===== src/rtl/dcache_controller_pkg.sv =====
// Shared constants and FSM state type for the write-back data cache controller.
package dcache_controller_pkg;

  localparam int unsigned DC_ADDR_WIDTH  = 32;
  localparam int unsigned DC_DATA_WIDTH  = 32;
  localparam int unsigned DC_SB_WIDTH    = 64;
  localparam int unsigned DC_NLINES      = 4;
  localparam int unsigned DC_LINE_WORDS  = 4;
  localparam int unsigned DC_LINE_WIDTH  = DC_LINE_WORDS * DC_DATA_WIDTH;

  typedef enum logic [1:0] {
    StIdle = 2'd0,
    StWb   = 2'd1,
    StFill = 2'd2
  } dc_state_e;

endpackage


===== src/rtl/dcache_controller_if.sv =====
// Load lookup, store-buffer drain and main-memory line bus of the data cache.
interface dcache_controller_if #(
  parameter int unsigned ADDR_WIDTH = dcache_controller_pkg::DC_ADDR_WIDTH,
  parameter int unsigned DATA_WIDTH = dcache_controller_pkg::DC_DATA_WIDTH,
  parameter int unsigned SB_WIDTH   = dcache_controller_pkg::DC_SB_WIDTH,
  parameter int unsigned LINE_WIDTH = dcache_controller_pkg::DC_LINE_WIDTH
) ();

  logic                  ld_valid;
  logic [ADDR_WIDTH-1:0] ld_addr;
  logic                  ld_hit;
  logic [DATA_WIDTH-1:0] ld_data;
  logic                  sb_valid;
  logic [SB_WIDTH-1:0]   sb_entry;
  logic                  sb_ready;
  logic                  stall;
  logic                  mem_req;
  logic                  mem_we;
  logic [ADDR_WIDTH-1:0] mem_addr;
  logic [LINE_WIDTH-1:0] mem_wdata;
  logic [LINE_WIDTH-1:0] mem_rdata;
  logic                  mem_ack;

  modport slave (
    input  ld_valid, ld_addr, sb_valid, sb_entry, mem_rdata, mem_ack,
    output ld_hit, ld_data, sb_ready, stall, mem_req, mem_we, mem_addr, mem_wdata
  );

  modport master (
    output ld_valid, ld_addr, sb_valid, sb_entry, mem_rdata, mem_ack,
    input  ld_hit, ld_data, sb_ready, stall, mem_req, mem_we, mem_addr, mem_wdata
  );

endinterface


===== src/rtl/dcache_line_array.sv =====
// Valid/dirty/tag/data storage: two async read ports, one sync write port and a dirty clear.
module dcache_line_array #(
  parameter int unsigned NLINES     = 4,
  parameter int unsigned LINE_WORDS = 4,
  parameter int unsigned DATA_WIDTH = 32,
  parameter int unsigned TAG_W      = 26
) (
  input  logic                             clk,
  input  logic                             reset,
  input  logic [$clog2(NLINES)-1:0]        rd_a_idx_i,
  output logic                             rd_a_valid_o,
  output logic                             rd_a_dirty_o,
  output logic [TAG_W-1:0]                 rd_a_tag_o,
  output logic [LINE_WORDS*DATA_WIDTH-1:0] rd_a_line_o,
  input  logic [$clog2(NLINES)-1:0]        rd_b_idx_i,
  output logic                             rd_b_valid_o,
  output logic                             rd_b_dirty_o,
  output logic [TAG_W-1:0]                 rd_b_tag_o,
  output logic [LINE_WORDS*DATA_WIDTH-1:0] rd_b_line_o,
  input  logic                             wr_en_i,
  input  logic                             wr_full_i,
  input  logic [$clog2(NLINES)-1:0]        wr_idx_i,
  input  logic [TAG_W-1:0]                 wr_tag_i,
  input  logic [LINE_WORDS*DATA_WIDTH-1:0] wr_line_i,
  input  logic                             wr_dirty_i,
  input  logic [$clog2(LINE_WORDS)-1:0]    wr_off_i,
  input  logic [DATA_WIDTH-1:0]            wr_word_i,
  input  logic                             clr_en_i,
  input  logic [$clog2(NLINES)-1:0]        clr_idx_i
);

  localparam int unsigned LineW = LINE_WORDS * DATA_WIDTH;

  logic [NLINES-1:0] valid_q;
  logic [NLINES-1:0] dirty_q;
  logic [TAG_W-1:0]  tag_q  [NLINES];
  logic [LineW-1:0]  data_q [NLINES];

  assign rd_a_valid_o = valid_q[rd_a_idx_i];
  assign rd_a_dirty_o = dirty_q[rd_a_idx_i];
  assign rd_a_tag_o   = tag_q[rd_a_idx_i];
  assign rd_a_line_o  = data_q[rd_a_idx_i];
  assign rd_b_valid_o = valid_q[rd_b_idx_i];
  assign rd_b_dirty_o = dirty_q[rd_b_idx_i];
  assign rd_b_tag_o   = tag_q[rd_b_idx_i];
  assign rd_b_line_o  = data_q[rd_b_idx_i];

  always_ff @(posedge clk) begin
    if (reset) begin
      valid_q <= '0;
      dirty_q <= '0;
    end else begin
      if (wr_en_i) begin
        if (wr_full_i) begin
          valid_q[wr_idx_i] <= 1'b1;
          dirty_q[wr_idx_i] <= wr_dirty_i;
        end else begin
          dirty_q[wr_idx_i] <= 1'b1;
        end
      end
      if (clr_en_i) begin
        dirty_q[clr_idx_i] <= 1'b0;
      end
    end
  end

  // Tag and data need no reset: valid gates every use of them.
  always_ff @(posedge clk) begin
    if (!reset && wr_en_i) begin
      if (wr_full_i) begin
        tag_q[wr_idx_i]  <= wr_tag_i;
        data_q[wr_idx_i] <= wr_line_i;
      end else begin
        data_q[wr_idx_i][wr_off_i*DATA_WIDTH +: DATA_WIDTH] <= wr_word_i;
      end
    end
  end

endmodule


===== src/rtl/dcache_controller.sv =====
// Direct-mapped write-back/write-allocate data cache controller behind the store buffer.
module dcache_controller
  import dcache_controller_pkg::*;
#(
  parameter int unsigned ADDR_WIDTH = DC_ADDR_WIDTH,
  parameter int unsigned DATA_WIDTH = DC_DATA_WIDTH,
  parameter int unsigned SB_WIDTH   = DC_SB_WIDTH,
  parameter int unsigned NLINES     = DC_NLINES,
  parameter int unsigned LINE_WORDS = DC_LINE_WORDS
) (
  input logic                clk,
  input logic                reset,
  dcache_controller_if.slave bus
);

  localparam int unsigned LineW  = LINE_WORDS * DATA_WIDTH;
  localparam int unsigned WoffLsb = $clog2(DATA_WIDTH / 8);
  localparam int unsigned WoffW  = $clog2(LINE_WORDS);
  localparam int unsigned IdxLsb = WoffLsb + WoffW;
  localparam int unsigned IdxW   = $clog2(NLINES);
  localparam int unsigned TagLsb = IdxLsb + IdxW;
  localparam int unsigned TagW   = ADDR_WIDTH - TagLsb;

  logic [ADDR_WIDTH-1:0] sb_addr;
  logic [DATA_WIDTH-1:0] sb_data;
  logic [IdxW-1:0]       ld_idx, sb_idx, pend_idx, miss_idx;
  logic [TagW-1:0]       ld_tag, sb_tag, pend_tag;
  logic [WoffW-1:0]      ld_off, sb_off, pend_off;

  assign sb_addr  = bus.sb_entry[SB_WIDTH-1 -: ADDR_WIDTH];
  assign sb_data  = bus.sb_entry[DATA_WIDTH-1:0];
  assign ld_idx   = bus.ld_addr[IdxLsb +: IdxW];
  assign ld_tag   = bus.ld_addr[TagLsb +: TagW];
  assign ld_off   = bus.ld_addr[WoffLsb +: WoffW];
  assign sb_idx   = sb_addr[IdxLsb +: IdxW];
  assign sb_tag   = sb_addr[TagLsb +: TagW];
  assign sb_off   = sb_addr[WoffLsb +: WoffW];

  logic             a_valid, a_dirty, b_valid, b_dirty;
  logic [TagW-1:0]  a_tag, b_tag;
  logic [LineW-1:0] a_line, b_line;

  logic             wr_en, wr_full, wr_dirty, clr_en;
  logic [IdxW-1:0]  wr_idx;
  logic [TagW-1:0]  wr_tag;
  logic [LineW-1:0] wr_line;
  logic [WoffW-1:0] wr_off;
  logic [DATA_WIDTH-1:0] wr_word;

  dc_state_e             state_q;
  logic [ADDR_WIDTH-1:0] pend_addr_q;
  logic [DATA_WIDTH-1:0] pend_data_q;
  logic                  pend_store_q;
  logic                  stall_q, mem_req_q, mem_we_q;
  logic [ADDR_WIDTH-1:0] mem_addr_q;
  logic [LineW-1:0]      mem_wdata_q;

  assign pend_idx = pend_addr_q[IdxLsb +: IdxW];
  assign pend_tag = pend_addr_q[TagLsb +: TagW];
  assign pend_off = pend_addr_q[WoffLsb +: WoffW];

  dcache_line_array #(
    .NLINES     (NLINES),
    .LINE_WORDS (LINE_WORDS),
    .DATA_WIDTH (DATA_WIDTH),
    .TAG_W      (TagW)
  ) u_array (
    .clk          (clk),
    .reset        (reset),
    .rd_a_idx_i   (ld_idx),
    .rd_a_valid_o (a_valid),
    .rd_a_dirty_o (a_dirty),
    .rd_a_tag_o   (a_tag),
    .rd_a_line_o  (a_line),
    .rd_b_idx_i   (sb_idx),
    .rd_b_valid_o (b_valid),
    .rd_b_dirty_o (b_dirty),
    .rd_b_tag_o   (b_tag),
    .rd_b_line_o  (b_line),
    .wr_en_i      (wr_en),
    .wr_full_i    (wr_full),
    .wr_idx_i     (wr_idx),
    .wr_tag_i     (wr_tag),
    .wr_line_i    (wr_line),
    .wr_dirty_i   (wr_dirty),
    .wr_off_i     (wr_off),
    .wr_word_i    (wr_word),
    .clr_en_i     (clr_en),
    .clr_idx_i    (pend_idx)
  );

  logic ld_hit, sb_hit, idle, ld_miss, sb_ready, st_hit, st_miss, fill_done;
  logic vic_valid, vic_dirty;
  logic [TagW-1:0]       vic_tag;
  logic [LineW-1:0]      vic_line;
  logic [ADDR_WIDTH-1:0] miss_addr;

  assign ld_hit    = a_valid && (a_tag == ld_tag);
  assign sb_hit    = b_valid && (b_tag == sb_tag);
  assign idle      = (state_q == StIdle);
  assign ld_miss   = idle && bus.ld_valid && !ld_hit;
  // A load in the same cycle always wins over the store drain.
  assign sb_ready  = !reset && idle && !bus.ld_valid;
  assign st_hit    = bus.sb_valid && sb_ready && sb_hit;
  assign st_miss   = bus.sb_valid && sb_ready && !sb_hit;
  assign fill_done = (state_q == StFill) && bus.mem_ack;
  assign clr_en    = (state_q == StWb) && bus.mem_ack;

  assign miss_addr = ld_miss ? bus.ld_addr : sb_addr;
  assign miss_idx  = ld_miss ? ld_idx  : sb_idx;
  assign vic_valid = ld_miss ? a_valid : b_valid;
  assign vic_dirty = ld_miss ? a_dirty : b_dirty;
  assign vic_tag   = ld_miss ? a_tag   : b_tag;
  assign vic_line  = ld_miss ? a_line  : b_line;

  always_comb begin
    wr_en    = 1'b0;
    wr_full  = 1'b0;
    wr_idx   = sb_idx;
    wr_tag   = pend_tag;
    wr_line  = bus.mem_rdata;
    wr_dirty = pend_store_q;
    wr_off   = sb_off;
    wr_word  = sb_data;
    if (st_hit) begin
      wr_en = 1'b1;
    end else if (fill_done) begin
      wr_en   = 1'b1;
      wr_full = 1'b1;
      wr_idx  = pend_idx;
      // A pending store overwrites its word of the incoming line in the same write.
      if (pend_store_q) begin
        wr_line[pend_off*DATA_WIDTH +: DATA_WIDTH] = pend_data_q;
      end
    end
  end

  always_ff @(posedge clk) begin
    if (reset) begin
      state_q      <= StIdle;
      pend_addr_q  <= '0;
      pend_data_q  <= '0;
      pend_store_q <= 1'b0;
      stall_q      <= 1'b0;
      mem_req_q    <= 1'b0;
      mem_we_q     <= 1'b0;
      mem_addr_q   <= '0;
      mem_wdata_q  <= '0;
    end else begin
      case (state_q)
        StIdle: begin
          if (ld_miss || st_miss) begin
            pend_addr_q  <= miss_addr;
            pend_data_q  <= sb_data;
            pend_store_q <= st_miss;
            stall_q      <= 1'b1;
            mem_req_q    <= 1'b1;
            if (vic_valid && vic_dirty) begin
              state_q     <= StWb;
              mem_we_q    <= 1'b1;
              mem_addr_q  <= {vic_tag, miss_idx, {IdxLsb{1'b0}}};
              mem_wdata_q <= vic_line;
            end else begin
              state_q    <= StFill;
              mem_we_q   <= 1'b0;
              mem_addr_q <= {miss_addr[ADDR_WIDTH-1:IdxLsb], {IdxLsb{1'b0}}};
            end
          end
        end
        StWb: begin
          if (bus.mem_ack) begin
            state_q    <= StFill;
            mem_we_q   <= 1'b0;
            mem_addr_q <= {pend_addr_q[ADDR_WIDTH-1:IdxLsb], {IdxLsb{1'b0}}};
          end
        end
        StFill: begin
          if (bus.mem_ack) begin
            state_q   <= StIdle;
            stall_q   <= 1'b0;
            mem_req_q <= 1'b0;
          end
        end
        default: state_q <= StIdle;
      endcase
    end
  end

  assign bus.ld_hit    = ld_hit;
  assign bus.ld_data   = ld_hit ? a_line[ld_off*DATA_WIDTH +: DATA_WIDTH] : '0;
  assign bus.sb_ready  = sb_ready;
  assign bus.stall     = stall_q;
  assign bus.mem_req   = mem_req_q;
  assign bus.mem_we    = mem_we_q;
  assign bus.mem_addr  = mem_addr_q;
  assign bus.mem_wdata = mem_wdata_q;

  logic unused_byte_bits;
  assign unused_byte_bits = ^{bus.ld_addr[WoffLsb-1:0], sb_addr[WoffLsb-1:0],
                              pend_addr_q[WoffLsb-1:0]};

endmodule

===== src/flat_wrapper.sv =====
// flat-port wrapper written by rule: the top's interface ports become plain ports
module dcache_controller_flat import dcache_controller_pkg::*;
#(
  parameter int unsigned ADDR_WIDTH = DC_ADDR_WIDTH,
  parameter int unsigned DATA_WIDTH = DC_DATA_WIDTH,
  parameter int unsigned SB_WIDTH   = DC_SB_WIDTH,
  parameter int unsigned NLINES     = DC_NLINES,
  parameter int unsigned LINE_WORDS = DC_LINE_WORDS
)
  (clk, reset, bus_ld_valid, bus_ld_addr, bus_sb_valid, bus_sb_entry, bus_mem_rdata, bus_mem_ack, bus_ld_hit, bus_ld_data, bus_sb_ready, bus_stall, bus_mem_req, bus_mem_we, bus_mem_addr, bus_mem_wdata);
  dcache_controller_if #(.ADDR_WIDTH(ADDR_WIDTH), .DATA_WIDTH(DATA_WIDTH), .SB_WIDTH(SB_WIDTH)) bus_i ();
  input logic clk;
  input logic reset;
  input wire logic [$bits(bus_i.ld_valid)-1:0] bus_ld_valid;
  input wire logic [$bits(bus_i.ld_addr)-1:0] bus_ld_addr;
  input wire logic [$bits(bus_i.sb_valid)-1:0] bus_sb_valid;
  input wire logic [$bits(bus_i.sb_entry)-1:0] bus_sb_entry;
  input wire logic [$bits(bus_i.mem_rdata)-1:0] bus_mem_rdata;
  input wire logic [$bits(bus_i.mem_ack)-1:0] bus_mem_ack;
  output wire logic [$bits(bus_i.ld_hit)-1:0] bus_ld_hit;
  output wire logic [$bits(bus_i.ld_data)-1:0] bus_ld_data;
  output wire logic [$bits(bus_i.sb_ready)-1:0] bus_sb_ready;
  output wire logic [$bits(bus_i.stall)-1:0] bus_stall;
  output wire logic [$bits(bus_i.mem_req)-1:0] bus_mem_req;
  output wire logic [$bits(bus_i.mem_we)-1:0] bus_mem_we;
  output wire logic [$bits(bus_i.mem_addr)-1:0] bus_mem_addr;
  output wire logic [$bits(bus_i.mem_wdata)-1:0] bus_mem_wdata;
  assign bus_i.ld_valid = bus_ld_valid;
  assign bus_i.ld_addr = bus_ld_addr;
  assign bus_i.sb_valid = bus_sb_valid;
  assign bus_i.sb_entry = bus_sb_entry;
  assign bus_i.mem_rdata = bus_mem_rdata;
  assign bus_i.mem_ack = bus_mem_ack;
  assign bus_ld_hit = bus_i.ld_hit;
  assign bus_ld_data = bus_i.ld_data;
  assign bus_sb_ready = bus_i.sb_ready;
  assign bus_stall = bus_i.stall;
  assign bus_mem_req = bus_i.mem_req;
  assign bus_mem_we = bus_i.mem_we;
  assign bus_mem_addr = bus_i.mem_addr;
  assign bus_mem_wdata = bus_i.mem_wdata;
  dcache_controller #(.ADDR_WIDTH(ADDR_WIDTH), .DATA_WIDTH(DATA_WIDTH), .SB_WIDTH(SB_WIDTH), .NLINES(NLINES), .LINE_WORDS(LINE_WORDS)) u_core (.clk(clk), .reset(reset), .bus(bus_i));
endmodule

===== config.mk =====
export PLATFORM = sky130hd
export DESIGN_NAME = dcache_controller_flat
export DESIGN_NICKNAME = d
export VERILOG_FILES = /design/src/rtl/dcache_controller_pkg.sv /design/src/rtl/dcache_controller_if.sv /design/src/rtl/dcache_line_array.sv /design/src/rtl/dcache_controller.sv /design/src/flat_wrapper.sv
export SDC_FILE = /design/constraint.sdc
export NUM_CORES = 1
export LEC_CHECK = 0
export BUFFER_PORTS_ARGS = -buffer_cell sky130_fd_sc_hd__buf_4
export CAP_MARGIN = 20
export CORE_MARGIN = 2
export CORE_UTILIZATION = 50
export CTS_CLUSTER_SIZE = 16
export DETAILED_ROUTE_END_ITERATION = 8
export HOLD_SLACK_MARGIN = 0.02
export PLACE_DENSITY = 0.76
export SLEW_MARGIN = 0
export SYNTH_ARGS = -nofsm -noshare
export SYNTH_HDL_FRONTEND = slang
export SYNTH_SLANG_ARGS = --single-unit
export TNS_END_PERCENT = 30

===== constraint.sdc =====
create_clock -name clk -period 5.47 [get_ports clk]
set_clock_uncertainty 0.1 [all_clocks]
set_input_delay 0.2735 -clock clk [delete_from_list [all_inputs] [get_ports clk]]
set_output_delay 0.2735 -clock clk [all_outputs]
set_load 0.1 [all_outputs]

==> Yosys cells after proc, flatten, opt, wreduce, memory -nomap -nowiden <==
Memories as Yosys holds them, arrays and structs flattened.
Index checks and enable logic that the tools add are counted.
{ "word_totals": {"reg_bits": 237, "latch_bits": 0, "mem_bits_rw": 616, "rom_bits": 0, "inputBits": 229, "out_inout_bits": 197, "n_memories": 2} }
{ "memory_table": {"columns": ["memory", "words", "width", "rd", "rd_clocked_by_memory_dff", "wr", "line_no", "text"], "rows": [
  ["u_core.u_array.data_q", 4, 128, 2, 0, 1, "dcache_line_array.sv:37", "logic [LineW-1:0] data_q [NLINES];"],
  ["u_core.u_array.tag_q", 4, 26, 2, 0, 1, "dcache_line_array.sv:36", "logic [TAG_W-1:0] tag_q [NLINES];"]
]} }
{ "op_classes": {"addsub": 2, "n_mul": 0, "div": 0, "magnitude_cmp": 6, "eq_ne": 7, "shift": 5, "muxes": 182, "bitwise": 132, "n_reduce_logical": 29} }
{ "op_table": {"columns": ["operator", "count"], "rows": [
  ["two-way mux 128 bit", 5],
  ["variable shift 32 x 34 -> 128 bit, first input constant", 2],
  ["indexed part select 32 x 34 -> 128 bit", 2],
  ["two-way mux 32 bit", 5],
  ["two-way mux 1 bit", 148],
  ["bitwise mux 128 bit", 1],
  ["OR 1 bit", 128],
  ["indexed part select 128 x 8 -> 32 bit", 1],
  ["negator 7 -> 34 bit", 2],
  ["one-hot mux 32 bit (2 select lines)", 1],
  ["equality test 26 bit", 2],
  ["two-way mux 26 bit", 1],
  ["two-way mux 4 bit", 4],
  ["logical AND 1 bit", 15],
  ["two-way mux 2 bit", 7],
  ["less-than comparator 2 x 3 -> 1 bit, second input constant", 4],
  ["AND reduction 3 bit", 4],
  ["binary-select mux 1 bit (select 2 bit)", 4],
  ["OR 4 bit", 2],
  ["inequality test 2 bit, second input constant", 3],
  ["one-hot mux 2 bit (3 select lines)", 1],
  ["AND 4 bit", 1],
  ["bitwise mux 4 bit", 1],
  ["demux 1 bit (select 2 bit)", 2],
  ["other kinds (10)", 17]
]} }

==> Logic depth before layout (Yosys ltp) <==
{ "logic_depth": {"word_depth": 16, "ltp_mapped": 15, "ltp_nobuf": 8} }

==> Hierarchy <==
From an unflattened synthesis, not the netlist that was laid out.
{ "hier_totals": {"cells_unflattened": 2946, "area_unflattened_um2": 41617.4} }
{ "modules_own_cells": {"columns": ["module", "instances", "cells_per_inst", "area_per_inst_um2", "seq_area_each_um2"], "rows": [
  ["dcache_line_array", 1, 1242, 27814.2, 18657.9],
  ["dcache_controller", 1, 1704, 13803.2, 4464.3]
]} }

==> Least setup slack after synthesis <==
Ideal clock, no wire load.
{ "synth_path": {"kind": "register to register", "startpoint": "reg u_core.state_q[1]", "endpoint": "mem u_core.u_array.data_q[0][0] (netlist name) (enable)", "arrival_ps": 6220, "t_required_ps": 4949, "path_slack_ps": -1271, "path_stages_with_launch": 7, "cell_sequence": "dfxtp_1 > nor4_1 > nand4_1 > nor2_1 > buf_2 > nor2_1 > nor2_1"} }
{ "synth_between": {"elab_chain_len": 10, "word_cells_on_any_way": 20, "cone_classes": "1 x eq/ne; 11 x mux; 1 x bitwise; 7 x reduce/logical"} }
{ "synth_rtl": {"columns": ["element", "line_no", "text"], "rows": [
  ["from (decl)", "dcache_controller.sv:50", "dc_state_e state_q;"],
  ["from (signal assigned)", "dcache_controller.sv:140", "state_q <= StIdle;"],
  ["from (signal assigned)", "dcache_controller.sv:159", "state_q <= StWb;"],
  ["from (signal assigned)", "dcache_controller.sv:164", "state_q <= StFill;"],
  ["logical NOT 2 bit (*)", "dcache_controller.sv:100", "assign idle = (state_q == StIdle);"],
  ["logical AND 1 bit (*) (2 in series)", "dcache_controller.sv:103", "assign sb_ready = !reset && idle && !bus.ld_valid;"],
  ["named net bus_sb_ready", "flat_wrapper.sv:22", "output wire logic [$bits(bus_i.sb_ready)-1:0] bus_sb_ready;"],
  ["logical AND 1 bit (*) (2 in series)", "dcache_controller.sv:104", "assign st_hit = bus.sb_valid && sb_ready && sb_hit;"],
  ["two-way mux 1 bit", "dcache_controller.sv:125", "if (st_hit) begin"],
  ["two-way mux 1 bit / logical AND 1 bit (equally long branches)", "dcache_line_array.sv:70, dcache_line_array.sv:69", null],
  ["two-way mux 1 bit", "dcache_line_array.sv:69", "if (!reset && wr_en_i) begin"],
  ["two-way mux 1 bit (not written as such) / two-way mux 128 bit (equally long branches)", "dcache_line_array.sv:72, dcache_line_array.sv:74", null],
  ["OR 1 bit (no line)", null, null],
  ["to (decl)", "dcache_line_array.sv:37", null]
]} }
Mark *: on every way through the listed nets, which the timed path passes. The rest lies on a longest branch.

==> results.txt <==
Status: completed
Remaining global-route overflow: 0
Antenna violations before repair: 9
RSZ-0062 raised after global routing: false
Die Span Y: 294 um
CTS H-Tree Depth: 3
Cell Area, Placed: 46300 sq um
DRC: 0
Clk pin slew, worst setup/hold paths: 60 ps
Initial Utilization: 50.3%
Min-delay src: bus_sb_entry[47]
Pin count of the biggest net entering global routing: 131
Setup TNS: 0 ps
Max Fanout on Critical Path: 64
Cells after Synth: 2909
Total Routing Usage GR: 32.1%
Reg2Reg Depth: 9
Fin crit share: 78.7%
Lkg Pwr: 18.0 nW
CP max stage delay: 700 ps
Critical Path Sink Type: flip-flop
Final Hold Fails: 0
Reg-to-reg endpoint: u_core.u_array.data_q[1][73]
Peak supply drop: 0.000279 V
Max Cap Viol: 0
Main synth FF type: edfxtp_1
Fillers: 6179
Die width: 294 um
Total clock sinks: 847
CP arrival: 4510 ps
Most frequent cells in the layout: edfxtp_1 (616), buf_4 (479), mux4_2 (334), mux2i_1 (246), dfxtp_1 (231)
Core Box Area: 83400 sq um
Hold WC Path Type: in -> reg
Critical path's top delay family: simple AND/OR/NAND/NOR gates
CP bufs+invs: 2
Worst slew margin: 23.3%
Power Dens Cells: 300 nW/um^2
Final Critical Period: 4300 ps
Post-DR wirelength/cell: 31.1 um
Worst Tran Pin Value: 1150 ps
Io pins: 426
Ratio of cells with drive above 1 in the final layout: 31.2%
Syn_area_per_cell: 14.4 sq um
Finish-stage setup viols: 0
Yosys warns: 0
Final instance area: 50500 sq um
Buffer count from post-CTS setup fixing: 0
Hpwl dp: 88700 um
Longest Clk Path Bufs: 3
Final hold slack: 32.3 ps
Max Fclk: 232 MHz
Drt pass-1 iters: 6
Area Overhead vs Synth: 20.4%
Reg2reg start: u_core.u_array.tag_q[3][5]
Hold Path Sink: u_core.bus.mem_addr[15]
DR vias: 31000
Sequential area share after synthesis: 55.1%
ANT nets after route: 0
Hold depth: 4
Synth unique cells: 53
Post-Route WL: 140000 um
CTS Hold Bufs: 109
Synth async-reset ratio: 0%
Placer Congestion: 0.949
Post-synth EDFFs: 616
Routed vias/inst: 6.88
Buffers on Ports: 417
Most common cell after layout, fill and taps aside: edfxtp_1
Register-to-register setup slack: 1170 ps
TritonCTS Buffers: 90
Num rows: 106
CTS root buf: clkbuf_16
Vias in the first global route: 30600
Required @ worst endpoint: 5670 ps
Net count, final: 3574
CP cell instances: mux4_2, xnor2_1, nand4_1, nor4_1, nand4_1, buf_4, nor2_4, buf_4, o21ai_0
Max-slew violation count: 0
Post-Syn Area: 41900 sq um
Skew-Pair Late Insertion Delay: 680 ps
Post-CTS Resized: 0
CTS tree: done
First-pass GRT wire length: 203000 um
Initial DRC Count: 4379
Area of the die: 86200 sq um
Slowest-stage cell, CP: nor4_1
Setup Crit Path Kind: reg -> reg
CP startpoint kind: flip-flop
Synth Register Bits: 847
where the power goes:
group | switching (mW) | internal (mW) | leakage, nW
Combinational | 1.07 | 0.704 | 9.02
Clock | 2.62 | 3.69 | 1.48
Sequential | 0.101 | 6.99 | 7.46
worst register-to-register path, stage by stage, from the launching register on:
cell	delay (ps)
edfxtp_1	380
mux4_2	510
xnor2_1	420
nand4_1	160
nor4_1	700
nand4_1	170
buf_4	240
nor2_4	100
buf_4	640
o21ai_0	520
state kept, by name (all words and copies together) (netlist names), 2 cells and up:
signal,count
u_core.u_array.dirty_q,4
u_core.bus.mem_wdata,128
u_core.u_array.valid_q,4
u_core.state_q,2
u_core.u_array.data_q,512
u_core.pend_data_q,32
u_core.u_array.tag_q,104
u_core.bus.mem_addr,28
u_core.pend_addr_q,30
Yosys cell counts (23+ instances only):
master	n	area, sq um
mux4_2	334	7520
buf_1	23	86.3
a211oi_1	42	315
xnor2_1	42	368
and3_1	62	388
nor2_1	201	754
clkbuf_1	184	691
a221oi_1	84	736
a221oi_2	50	751
a22oi_1	96	721
o21ai_0	169	846
a21oi_1	82	410
nor2b_1	35	219
mux2i_1	246	2460
dfxtp_1	231	4620
nand3_1	167	836
edfxtp_1	616	18500
buf_2	43	215
a221o_1	26	260
layer usage:
layer	track usage, %	vias to the layer above	wire length (um)
met2	48.4	2364	63100
met3	10.5	449	19100
li1	-	12700	-
met4	15.4	6	7560
met5	0	-	43
met1	42.0	15400	50200
metrics by stage:
| stage | total power [mW] | utilization (%) | std cells | setup slack (ps) |
|---|---|---|---|---|
| 2_1_floorplan | 8.25 | - | 2912 | 255 |
| 3_3_place_gp | 8.85 | 55.5 | 4213 | 909 |
| 3_5_place_dp | 8.87 | 55.5 | 4213 | 865 |
| 4_1_cts | 15.1 | 60.5 | 4491 | 1290 |
| 5_1_grt | 15.5 | 60.5 | 4496 | 979 |
| 6_report | 15.2 | 60.5 | 4501 | 1170 |
layout make-up:
cell class	instances	area, sq um	area share [%]
flip-flops and latches	847	23100	45.8
inverters	21	78.8	0.156
repair buffers	611	5110	10.1
well taps	1080	1350	2.68
clock inverters	37	499	0.989
multi-input cells	1764	17800	35.2
clock buffers	132	2550	5.06
diodes	9	22.5	0.0446
worst max path at each step:
stage | from | endpoint | slack [ps] | cells after the start
after floorplan | u_core.state_q[1] | u_core.u_array.data_q[0][0] | 260 | 6
after global placement | bus_sb_entry[36] | u_core.u_array.data_q[2][75] | 910 | 10
after detailed placement | bus_sb_entry[36] | u_core.u_array.data_q[2][75] | 870 | 10
after CTS | u_core.u_array.tag_q[3][21] | bus_ld_data[3] | 1290 | 8
after global routing | u_core.u_array.tag_q[0][5] | u_core.u_array.data_q[1][75] | 980 | 9
final | u_core.u_array.tag_q[3][5] | u_core.u_array.data_q[1][73] | 1170 | 9
cell families (layout without fill, tap and decap cells):
| kind of cell | after synthesis | in the layout | synth area share, % |
|---|---|---|---|
| fa+ha+maj | 10 | 10 | 0.298 |
| flops | 847 | 847 | 55.1 |
| mux | 584 | 584 | 23.9 |
| xor+xnor | 42 | 42 | 0.877 |
| other cells | 1 | 13 | 0.00894 |
| buf+inv | 301 | 801 | 3.18 |
| simple gates | 542 | 542 | 6.34 |
| compound gates | 582 | 582 | 10.3 |
No activity file was read; power rests on OpenSTA's default activity.
